File: src/rtl/popcount_stream.sv
// popcount_stream: streaming population-count engine with valid/ready handshakes.
// Pipeline: S1 (popcount + beat register) -> S2 (IDLE/ACCUM FSM with result
// register) -> output register. A single global advance signal stalls every
// stage together whenever the output register holds an unconsumed result.
module popcount_stream #(
  parameter int WIDTH = 8,
  parameter int ACC_W = 16
) (
  input  logic             clk,
  input  logic             rst,
  input  logic             in_valid,
  output logic             in_ready,
  input  logic [WIDTH-1:0] in_data,
  input  logic             in_last,
  input  logic             in_mode,
  output logic             out_valid,
  input  logic             out_ready,
  output logic [ACC_W-1:0] out_count,
  output logic             out_sat
);

  localparam int CNT_W = $clog2(WIDTH + 1);

  typedef enum logic [0:0] {
    ST_IDLE  = 1'b0,
    ST_ACCUM = 1'b1
  } state_t;

  // Set-bit count of one word; synthesises to an adder tree.
  function automatic logic [CNT_W-1:0] popcount_f(input logic [WIDTH-1:0] v);
    logic [CNT_W-1:0] c;
    c = {CNT_W{1'b0}};
    for (int i = 0; i < WIDTH; i++) begin
      c = c + {{(CNT_W-1){1'b0}}, v[i]};
    end
    return c;
  endfunction

  // Handshake and input-side signals
  logic             adv_s;
  logic             accept_s;
  logic             eff_mode_s;
  logic [ACC_W-1:0] cnt_ext_s;

  // S1 registers
  logic             s1_valid_r;
  logic [ACC_W-1:0] s1_cnt_r;
  logic             s1_last_r;
  logic             s1_mode_r;
  logic             burst_open_r;

  // S2 FSM and accumulator
  state_t           state_r;
  state_t           state_nxt_s;
  logic [ACC_W-1:0] acc_r;
  logic [ACC_W-1:0] acc_nxt_s;
  logic             sat_r;
  logic             sat_nxt_s;
  logic [ACC_W:0]   sum_s;
  logic             ovf_s;
  logic [ACC_W-1:0] sum_clamp_s;
  logic             res_valid_s;
  logic [ACC_W-1:0] res_count_s;
  logic             res_sat_s;

  // S2 result register
  logic             s2_valid_r;
  logic [ACC_W-1:0] s2_count_r;
  logic             s2_sat_r;

  // Output register
  logic             out_valid_r;
  logic [ACC_W-1:0] out_count_r;
  logic             out_sat_r;

  // Global advance: the pipeline moves unless a result is waiting on the consumer.
  // A beat inside an open burst always inherits burst mode.
  always_comb begin
    adv_s      = ~out_valid_r | out_ready;
    accept_s   = in_valid & adv_s;
    eff_mode_s = burst_open_r | in_mode;
    cnt_ext_s  = ACC_W'(popcount_f(in_data));
  end

  assign in_ready  = adv_s;
  assign out_valid = out_valid_r;
  assign out_count = out_count_r;
  assign out_sat   = out_sat_r;

  // S1: register the word count, beat valid, last flag and effective mode.
  always_ff @(posedge clk or posedge rst) begin
    if (rst) begin
      s1_valid_r <= 1'b0;
      s1_cnt_r   <= {ACC_W{1'b0}};
      s1_last_r  <= 1'b0;
      s1_mode_r  <= 1'b0;
    end else if (adv_s) begin
      s1_valid_r <= in_valid;
      s1_cnt_r   <= cnt_ext_s;
      s1_last_r  <= in_last;
      s1_mode_r  <= eff_mode_s;
    end
  end

  // Track whether a mode-1 burst is open on the input side.
  always_ff @(posedge clk or posedge rst) begin
    if (rst) begin
      burst_open_r <= 1'b0;
    end else if (accept_s) begin
      if (in_last) begin
        burst_open_r <= 1'b0;
      end else if (eff_mode_s) begin
        burst_open_r <= 1'b1;
      end
    end
  end

  // Saturating burst sum of the running accumulator and the current beat count.
  always_comb begin
    sum_s       = {1'b0, acc_r} + {1'b0, s1_cnt_r};
    ovf_s       = sum_s[ACC_W];
    sum_clamp_s = ovf_s ? {ACC_W{1'b1}} : sum_s[ACC_W-1:0];
  end

  // S2 next-state, accumulator update and result generation.
  always_comb begin
    state_nxt_s = state_r;
    acc_nxt_s   = acc_r;
    sat_nxt_s   = sat_r;
    res_valid_s = 1'b0;
    res_count_s = s1_cnt_r;
    res_sat_s   = 1'b0;
    case (state_r)
      ST_IDLE: begin
        if (s1_valid_r && s1_mode_r && !s1_last_r) begin
          acc_nxt_s   = s1_cnt_r;
          sat_nxt_s   = 1'b0;
          state_nxt_s = ST_ACCUM;
        end else if (s1_valid_r) begin
          res_valid_s = 1'b1;
          res_count_s = s1_cnt_r;
          res_sat_s   = 1'b0;
        end else begin
          state_nxt_s = ST_IDLE;
        end
      end
      ST_ACCUM: begin
        if (s1_valid_r && s1_last_r) begin
          res_valid_s = 1'b1;
          res_count_s = sum_clamp_s;
          res_sat_s   = sat_r | ovf_s;
          acc_nxt_s   = {ACC_W{1'b0}};
          sat_nxt_s   = 1'b0;
          state_nxt_s = ST_IDLE;
        end else if (s1_valid_r) begin
          acc_nxt_s = sum_clamp_s;
          sat_nxt_s = sat_r | ovf_s;
        end else begin
          state_nxt_s = ST_ACCUM;
        end
      end
      default: begin
        state_nxt_s = ST_IDLE;
        acc_nxt_s   = {ACC_W{1'b0}};
        sat_nxt_s   = 1'b0;
      end
    endcase
  end

  // S2 state: FSM, accumulator, sticky saturation and result register.
  always_ff @(posedge clk or posedge rst) begin
    if (rst) begin
      state_r    <= ST_IDLE;
      acc_r      <= {ACC_W{1'b0}};
      sat_r      <= 1'b0;
      s2_valid_r <= 1'b0;
      s2_count_r <= {ACC_W{1'b0}};
      s2_sat_r   <= 1'b0;
    end else if (adv_s) begin
      state_r    <= state_nxt_s;
      acc_r      <= acc_nxt_s;
      sat_r      <= sat_nxt_s;
      s2_valid_r <= res_valid_s;
      s2_count_r <= res_count_s;
      s2_sat_r   <= res_sat_s;
    end
  end

  // Output register: reload on advance, hold stable while the consumer stalls.
  always_ff @(posedge clk or posedge rst) begin
    if (rst) begin
      out_valid_r <= 1'b0;
      out_count_r <= {ACC_W{1'b0}};
      out_sat_r   <= 1'b0;
    end else if (adv_s) begin
      out_valid_r <= s2_valid_r;
      out_count_r <= s2_count_r;
      out_sat_r   <= s2_sat_r;
    end
  end

endmodule

File: config.mk
export PLATFORM = sky130hd
export DESIGN_NAME = popcount_stream
export DESIGN_NICKNAME = d
export VERILOG_FILES = /design/src/rtl/popcount_stream.sv
export SDC_FILE = /design/constraint.sdc
export NUM_CORES = 1
export LEC_CHECK = 0
export ABC_AREA = 0
export CAP_MARGIN = 20
export CORE_MARGIN = 8
export CORE_UTILIZATION = 25
export CTS_BUF_LIST = sky130_fd_sc_hd__clkbuf_4
export CTS_CLUSTER_DIAMETER = 80
export DETAILED_ROUTE_END_ITERATION = 10
export PLACE_DENSITY = 0.45
export REMOVE_ABC_BUFFERS = 1
export SLEW_MARGIN = 20
export SYNTH_ARGS = -nofsm -noshare
export SYNTH_HDL_FRONTEND = slang
export SYNTH_SLANG_ARGS = --single-unit
File: constraint.sdc
create_clock -name clk -period 6.8 [get_ports clk]
set_input_delay 0.68 -clock clk [delete_from_list [all_inputs] [get_ports clk]]
set_output_delay 0.68 -clock clk [all_outputs]
set_load 0.01 [all_outputs]
==> results of run 1 <==
==> cell usage after synthesis (2+ instances only) <==
library cell  number  area (µm²)
o211ai_1           4        30.0
a31oi_1            3        18.8
fa_1               5         100
inv_1             21        78.8
a22o_1             8        70.1
clkbuf_1           9        33.8
a21oi_1           22         110
a22oi_1            5        37.5
o22ai_1            5        31.3
buf_2              6        30.0
nor2_1            24        90.1
o221ai_1           4        35.0
ha_1               7        87.6
o21ai_0           17        85.1
nor2b_1            2        12.5
mux2i_1            3        30.0
and2_1             5        31.3
nand4_1            5        31.3
nand2_1           85         319
nand2b_1           2        12.5
xor2_1             7        61.3
or3_1              2        12.5
a21o_1             8        60.1
nand3_1           11        55.1
buf_4              3        22.5
dfrtp_1           62        1550
and3_1             2        12.5
==> area by class of cell <==
cell class                 count  area share (%)
multi-input combinational    254            39.6
sequential                    62            40.3
tap                          172            5.59
inverter                      22            2.18
clock inverter                 6            1.66
clock buffer                   9            1.75
timing repair buffer          35            8.90
antenna                        1          0.0650
==> metal layers <==
metal	up-vias	global-route usage, %	share of wire, %	wire [µm]
li1	1274	-	-	-
met1	1189	12.6	50	3710
met2	40	14.6	44	3300
met3	9	2.82	4.1	307
met4	0	4.78	1.8	133
met5	-	0	0	0
==> cell usage in the layout (no fill, tap or decap), drive strengths merged, types with 3 or more instances in the layout <==
cell and instances:
a21o 8, a21oi 22, a22o 8, a22oi 5
a31oi 3, and2 5, buf 3, clkbuf 9
clkdlybuf4s50 32, clkinv 4, dfrtp 62, fa 5
ha 7, inv 21, mux2i 3, nand2 86
nand3 11, nand4 6, nor2 25, o211ai 4
o21ai 18, o221ai 4, o22ai 6, xor2 7
==> how the worst min path moves through the flow <==
stage	from	end	slack, ps	depth (start not counted)
floorplan	s2_valid_r	out_valid	430	1
global placement	s2_valid_r	out_valid	450	1
detailed placement	s2_valid_r	out_valid	450	1
CTS	s2_valid_r	out_valid	470	1
global route	s2_sat_r	s2_sat_r	500	2
finish	s2_valid_r	out_valid	470	1
==> state kept, by name, indices dropped and copies added (netlist names) <==
register      count
out_valid         1
s1_cnt_r          4
sat_r             1
s2_valid_r        1
s1_valid_r        1
state_r           1
out_sat           1
acc_r            16
burst_open_r      1
s2_count_r       16
out_count        16
s1_mode_r         1
s2_sat_r          1
s1_last_r         1
==> cells by family (layout without fill, tap and decap cells) <==
| group | after synthesis | in the layout | synth area share (%) |
|---|---|---|---|
| buf+inv | 40 | 72 | 5.25 |
| compound gates | 85 | 85 | 17.6 |
| other cells | 0 | 1 | 0 |
| mux | 3 | 3 | 0.927 |
| fa+ha+maj | 12 | 12 | 5.79 |
| simple gates | 146 | 146 | 20.4 |
| flops | 62 | 62 | 47.9 |
| xor+xnor | 8 | 8 | 2.16 |
==> per-stage QoR <==
step / total power, µW / hold slack (ps) / setup WS [ps]
6_report: 1190 / 467 / 3250
5_1_grt: 1300 / 499 / 3070
4_1_cts: 1210 / 473 / 3200
3_5_place_dp: 957 / 449 / 3180
3_3_place_gp: 950 / 448 / 3220
2_1_floorplan: 805 / 435 / 2800
==> power by group through the flow <==
stage	clock network, µW	logic (µW)	registers [µW]
2_1_floorplan	0	307	499
4_1_cts	262	450	502
3_3_place_gp	0	442	508
3_5_place_dp	0	448	509
6_report	249	443	501
5_1_grt	280	509	513
==> flow_metrics.tcl, run 1 <==
set metrics [dict create \
    r2r-start "out_valid" \
    finalClockSkew_ps 20.8 \
    tightest_slew_ps 936 \
    place.gp.congestion 0.735 \
    placedCellCount 545 \
    drtIter0Drc 251 \
    postSynth.asyncResetShare_pct 100 \
    drcViolationCount 0 \
    antenna_found_initial 1 \
    slew_headroom_pct 37.5 \
    cts_tree "done" \
    critPathMaxFanout 44 \
    die_h_um 130 \
    drv_slew 0 \
    cp-startpoint "out_ready" \
    drive_above_1_share_pct 7.73 \
    pwr-share-clk_pct 20.9 \
    p_seq_share_pct 42.0 \
    cp_slowest_stage_delay_ps 640 \
    syn-instance-count 356 \
    grt_first_pass_wirelength_um 13000 \
    reg2reg_slack_ps 4220 \
    fillers 1369 \
    timing.rr.end "acc_r[15]" \
    rows 41 \
    ios 33 \
    via_count 2512 \
    timing.final.hold_violations 0 \
    core_area_um2 12600 \
    outcome "completed" \
    wl_per_cell_um 13.3 \
    grt_start_max_net_pins 63 \
    cts_setup_buffers 0 \
    hpwl_um 5020 \
    syn_to_final_growth_pct 18.9 \
    synth_seq_area_share_pct 47.9 \
    first_pass_iters 4 \
    endpoint_kind "output pin" \
    cp_num_buf_inv 4 \
    cts_buffers 9 \
    finish.utilization_pct 30.5 \
    crit_cells 5 \
    cts.sinks 62 \
    multi_input_area_um2 1530 \
    grt_pass1_vias 2554 \
    syn_area_um2 3240 \
    cp-endpoint "in_ready" \
    placed_area_um2 3720 \
    initial_utilization_pct 25.7 \
    yosysWarnings 0 \
    max_freq_mhz 282 \
    cp.arrival_ps 2870 \
    cts-resized-gates 0 \
    p_sw_share_pct 39.2 \
    crit_path_start_kind "primary input" \
    path_clk_slew_ps 100 \
    routed_wirelength_um 7460 \
    hp-class "reg2reg" \
    crit_family "buffers and inverters" \
    viasPerCell 4.48 \
    leakagePower_uw 0.00182 \
    crit_path_frequent_cell "clkdlybuf4s50_1" \
    worstSkewPairLatency_ps 420 \
    setup_viol 0 \
    htree_levels 3 \
    switchingPower_uw 468 \
    p_comb_share_pct 37.1 \
    syn_area_per_cell_um2 9.10 \
    synth.distinct_cells 46 \
    synth-edff-count 0 \
    synth_seq_cells 62 \
    clockRootBuffer "clkbuf_4" \
    synth_ff_type "dfrtp_1" \
    p_per_area_nw_per_um2 310 \
    max_cap_violations 0 \
    fin_crit_ps 3550 \
    ant_nets 0 \
    slowest_stage "clkdlybuf4s50_1" \
    cts_buffer_depth 2 \
    final_cells 561 \
    critical_path_class "in2out" \
    grt_overflow 0 \
    stdcell_area_um2 3850 \
    hold_buffers 0 \
    tns_ps 0 \
    dieWidth_um 130 \
    die_area_um2 16900 \
    rsz0062_at_grt "false" \
    crit_chain "clkdlybuf4s50_1 -> nor2b_4 -> buf_4 -> clkinv_2 -> clkdlybuf4s50_1" \
    reg2regPathDepth 7 \
    nNetsFinal 410 \
    irDropWorstVdd_uv 81.5 \
    worstPathRequired_ps 6120 \
    intPower_uw 726 \
    seq_area_um2 1550 \
    finalCritPeriodShare_pct 52.2 \
    track_usage_pct 9.75 \
    io_buffers 32 \
]
No activity file was read; power rests on OpenSTA's default activity.
==> run 2: changes to the inputs <==
==> constraint.sdc (replaced) <==
create_clock -name clk -period 3.4 [get_ports clk]
set_input_delay 0.34 -clock clk [delete_from_list [all_inputs] [get_ports clk]]
set_output_delay 0.34 -clock clk [all_outputs]
set_load 0.01 [all_outputs]
==> flow_metrics.tcl, run 2 (synthesis gave the netlist of run 1 again) <==
set metrics [dict create \
    endpoint_kind "register" \
    initial_utilization_pct 25.7 \
    ant_nets 0 \
    p_seq_share_pct 42.9 \
    worst_slack_ps 600 \
    p_comb_share_pct 39.0 \
    max_cap_violations 0 \
    core_area_um2 12600 \
    rsz0062_at_grt "false" \
    critical_path_class "in2reg" \
    finalClockSkew_ps 14.8 \
    intPower_uw 1400 \
    drcViolationCount 0 \
    die_area_um2 16900 \
    pwr-share-clk_pct 18.0 \
    cts.sinks 62 \
    nNetsFinal 413 \
    routed_wirelength_um 7520 \
    drive_above_1_share_pct 7.95 \
    cts_tree "done" \
    cts-resized-gates 0 \
    final_cell_mix "nand2_1 (85), dfrtp_1 (62), clkdlybuf4s50_1 (32)" \
    worstSkewPairLatency_ps 430 \
    syn_to_final_growth_pct 18.5 \
    via_count 2538 \
    first_pass_iters 4 \
    p_per_area_nw_per_um2 607 \
    hp-class "in2async" \
    mostFrequentLayoutCell "nand2_1" \
    grt_pass1_vias 2521 \
    setup_viol 0 \
    tightest_slew_ps 694 \
    path_clk_slew_ps 100 \
    finalCritPeriodShare_pct 82.3 \
    grt_overflow 0 \
    grt_first_pass_wirelength_um 12800 \
    io_buffers 32 \
    cts_buffer_depth 2 \
    slew_headroom_pct 53.5 \
    cts_buffers 9 \
    dp_slack_ps 152 \
    tns_ps 0 \
    drtIter0Drc 154 \
    fin_crit_ps 2800 \
    clockRootBuffer "clkbuf_4" \
    stdcell_area_um2 3840 \
    die_h_um 130 \
    critPathMaxFanout 2 \
    max_freq_mhz 357 \
    wl_per_cell_um 13.3 \
    placed_area_um2 3740 \
    placedCellCount 548 \
    grt_start_max_net_pins 32 \
    htree_levels 3 \
    hpwl_um 5320 \
    cp.arrival_ps 3160 \
    outcome "completed" \
    drv_slew 0 \
    hold_buffers 0 \
    cts_setup_buffers 0 \
    viasPerCell 4.51 \
    worstPathRequired_ps 3760 \
    ios 33 \
    p_sw_share_pct 40.1 \
    final_cells 563 \
    track_usage_pct 9.73 \
    timing.final.hold_violations 0 \
    leakagePower_uw 0.00183 \
    switchingPower_uw 934 \
    rows 41 \
    antenna_found_initial 1 \
    crit_path_start_kind "primary input" \
    dieWidth_um 130 \
    irDropWorstVdd_uv 188 \
    place.gp.congestion 0.750 \
]
==> run 2: changes by cell type in the layout (fill, tap and decap cells not counted), sizes merged <==
cell,before,now
bufinv,1,0
buf,3,6
clkbuf,9,11
clkinvlp,2,0
==> run 2: worst max-delay path: stages <==
cell and delay [ps]:
clkdlybuf4s50_1 450, inv_1 50, fa_1 540, fa_1 430, fa_1 430, inv_1 60
ha_1 150, inv_1 50, fa_1 370, xor2_1 150, a21oi_1 130
==> run 2: cell type report <==
type,count,area (µm²)
sequential,62,1550
multi-input combinational,254,1530
tap,172,215
inverter,22,83.8
timing repair buffer,38,365
antenna,1,2.50
clock buffer,11,82.6
clock inverter,3,13.8
fill,1387,8780
==> run 2: metal layers <==
layer / vias to the layer above / wire (µm) / global-route usage, %
met1: 1208 / 3730 / 12.8
met5: - / 0 / 0
met2: 39 / 3310 / 14.3
met4: 0 / 169 / 5.46
li1: 1279 / - / -
met3: 12 / 312 / 2.45
==> run 2: power by group through the flow <==
stage,clock (µW),combinational [µW],sequential [µW]
after floorplan,0,613,997
after global placement,0,898,1010
after detailed placement,0,914,1020
after CTS,442,921,1000
after global routing,472,1040,1020
final,421,910,1000
==> run 2: path summary, 6_finish.rpt <==
| kind | startpoint | to | slack, ps | cells past startpoint |
|---|---|---|---|---|
| hold reg to reg | out_count[5] | out_count[5] | 470 | 2 |
| setup / recovery | in_data[0] | s1_cnt_r[2] | 600 | 11 |
| setup reg to reg | s1_cnt_r[0] | acc_r[3] | 690 | 7 |
| hold / removal | rst | s1_valid_r | 200 | 2 |
| min in group clk | out_count[5] | out_count[5] | 470 | 2 |
| max in group asynchronous | rst | out_count[5] | 2500 | 3 |
==> run 2: stage by stage <==
step	hold WS [ps]	power, µW	util [%]
floorplan	435	1610	-
global placement	448	1910	29.6
detailed placement	455	1930	29.6
CTS	185	2370	30.4
global route	215	2530	30.4
finish	205	2330	30.4
==> RTL edit (settings of run 2) <==
Reset style: synchronous (`rst`), changed in 4 clocked blocks.
--- a/src/rtl/popcount_stream.sv
+++ b/src/rtl/popcount_stream.sv
@@ -89,5 +89,5 @@
 
   // S1: register the word count, beat valid, last flag and effective mode.
-  always_ff @(posedge clk or posedge rst) begin
+  always_ff @(posedge clk) begin
     if (rst) begin
       s1_valid_r <= 1'b0;
@@ -104,5 +104,5 @@
 
   // Track whether a mode-1 burst is open on the input side.
-  always_ff @(posedge clk or posedge rst) begin
+  always_ff @(posedge clk) begin
     if (rst) begin
       burst_open_r <= 1'b0;
@@ -169,5 +169,5 @@
 
   // S2 state: FSM, accumulator, sticky saturation and result register.
-  always_ff @(posedge clk or posedge rst) begin
+  always_ff @(posedge clk) begin
     if (rst) begin
       state_r    <= ST_IDLE;
@@ -188,5 +188,5 @@
 
   // Output register: reload on advance, hold stable while the consumer stalls.
-  always_ff @(posedge clk or posedge rst) begin
+  always_ff @(posedge clk) begin
     if (rst) begin
       out_valid_r <= 1'b0;
Behaviour: differs if rst is asserted again (counterexample within 4 cycles, from zero or initial values and one cycle with rst high); with rst held inactive, the same outputs for 10 cycles.
==> RTL edit against run 2 <==
Worst setup slack worse by 82 ps. Utilization hardly changed. Cell area is 4.7% lower. Sequential cell count stayed put. Synthesized area is 5.4% lower. Routed wire length is 6.0% higher. Critical path type unchanged. Largest cell class is now multi-input combinational cells.
Power is not compared: it rests on default switching activity, and its combinational part moved more than twofold at a synthesized area within 25%.
==> RTL edit: results (changes against run 2) <==
* Status: complete, no violations (unchanged)
* Critical R2R Launch: s1_cnt_r[0] (unchanged)
* Worst skew pair latency at 420 ps
* Yosys warning count at 0 (unchanged)
* Hold Startpoint: rst
* Commonest cells post-synth: 67 x nand2_1, 62 x dfxtp_1, 44 x a21oi_1 (was 85 x nand2_1, 62 x dfrtp_1, 24 x nor2_1)
* Dpl ws at 76.60 ps (was 152.3 ps)
* Top cells by area in the synthesized netlist: dfxtp_1 41%, nand2_1 8.2%, a21oi_1 7.2%, fa_1 3.3%, ha_1 2.9% (was dfrtp_1 48%, nand2_1 9.8%, a21oi_1 3.4%, fa_1 3.1%, nor2_1 2.8%)
* Setup Buffers After CTS at 0 (unchanged)
* R2r worst-path depth at 7 (unchanged)
* Cells after Synth at 373 (was 356)
* Routability cong. at 0.8045 (was 0.7500)
* Vias per cell at 4.856 (was 4.508)
* Min-delay worst type: in -> reg (was in -> async)
* Total track usage at 0.1030 (was 0.09729)
* DP Area at 0.003526 mm^2 (was 0.003741 mm^2)
* Slowest-stage cell, CP: fa_1 (unchanged)
* Asr flop ratio synth at 0 (was 1.000)
* CP Launch Point: in_data[0] (unchanged)
* Crit path DAT at 3230 ps (was 3160 ps)
* GR Overflow Total at 0 (unchanged)
* Pin count of the biggest net entering global routing at 40 (was 32)
* HPWL after DPL at 5.703 mm (was 5.325 mm)
* H-tree depth at 3 (unchanged)
* Compound-gate portion of the synthesized area at 0.2480 (was 0.1761)
* Layout cells sized above 1 at 0.09582 (was 0.07949)
* Mux cell area share after synthesis at 0.009804 (was 0.009270)
* Seq/Total Area, Yosys at 0.4052 (was 0.4789)
* Layout Nets at 429 (was 413)
* Synth Area in Adders at 0.06127 (was 0.05794)
* Inst Count DP at 539 (was 548)
* Hold Crit Depth at 2
* Slew headroom at 0.4563 (was 0.5354)
* Post-CTS sizing at 0 (unchanged)
* Vias in the first global route at 2,589 (was 2,521)
* Largest family of logic cells by synthesized area: compound AO/OA/AOI/OAI gates (was simple AND/OR/NAND/NOR gates)
* Synth unique cells at 57 (was 46)
* # fillers at 1,315 (was 1,387)
* Clock Path Buffers at 2 (unchanged)
* Initial drt markers at 119 (was 154)
* Slowest stage delay, CP at 550 ps
* Pleak at 1.377 nW
* PortBufs at 32 (unchanged)
* Post-Synth XOR/XNOR Area at 0.01430 (was 0.02163)
* Maximum VDD drop at 0.1023 mV
* CP Max Fanout at 2 (unchanged)
* Post-route insts no fill at 555 (was 563)
* Clk pin slew, worst setup/hold paths at 110 ps
* First-pass GRT wire length at 13.29 mm (was 12.82 mm)
* Fin Clk Skew at 19.44 ps (was 14.78 ps)
* Wire per inst at 14.35 um (was 13.35 um)
* DRT Pass-1 Iters at 4 (unchanged)
* CTS buffer count at 9 (unchanged)
* Clk root buf: clkbuf_4 (unchanged)
* Initial antenna violation count at 1 (unchanged)
RTL edit: worst max-delay path: cells and delay by family:
kind                       cells  cell delay, ps
and+or+nand+nor                1              60
adders and majority gates      5            1940
AOI/OAI and AO/OA              1             130
xor gates and xnor gates       1             140
buffers and inverters          4             610
RTL edit: power by group:
group          switching [mW]  internal [mW]
sequential             0.0293          0.752
combinational          0.0923         0.0837
clock                   0.281          0.218
total                   0.402           1.05
RTL edit: area by class of cell:
type,count,area [um^2],area share
Sequential cell,62,1241,0.3391
Clock inverter,6,63.81,0.01744
Tap cell,147,183.9,0.05026
Clock buffer,9,67.56,0.01846
Inverter,20,75.07,0.02051
Antenna cell,1,2.502,0.0006838
Multi-Input combinational cell,268,1635,0.4468
Timing Repair Buffer,42,390.4,0.1067
RTL edit: final timing paths:
path	end	slack (ps)
max	s1_cnt_r[2]	520
min	out_count[8]	350
max reg2reg	s2_count_r[11]	1180
min reg2reg	s2_sat_r	440
RTL edit: logic make-up after synthesis:
group                      Yosys count
DFF                                 62
adders and majority gates           12
AOI/OAI and AO/OA                  116
buffers and inverters               43
xor gates and xnor gates             5
muxes                                3
and+or+nand+nor                    132
RTL edit: routing by layer:
metal  GRT usage  share of wire
met1      0.1313           0.49
met2      0.1632           0.45
met3     0.02514          0.043
met4     0.04199          0.018
met5           0              0
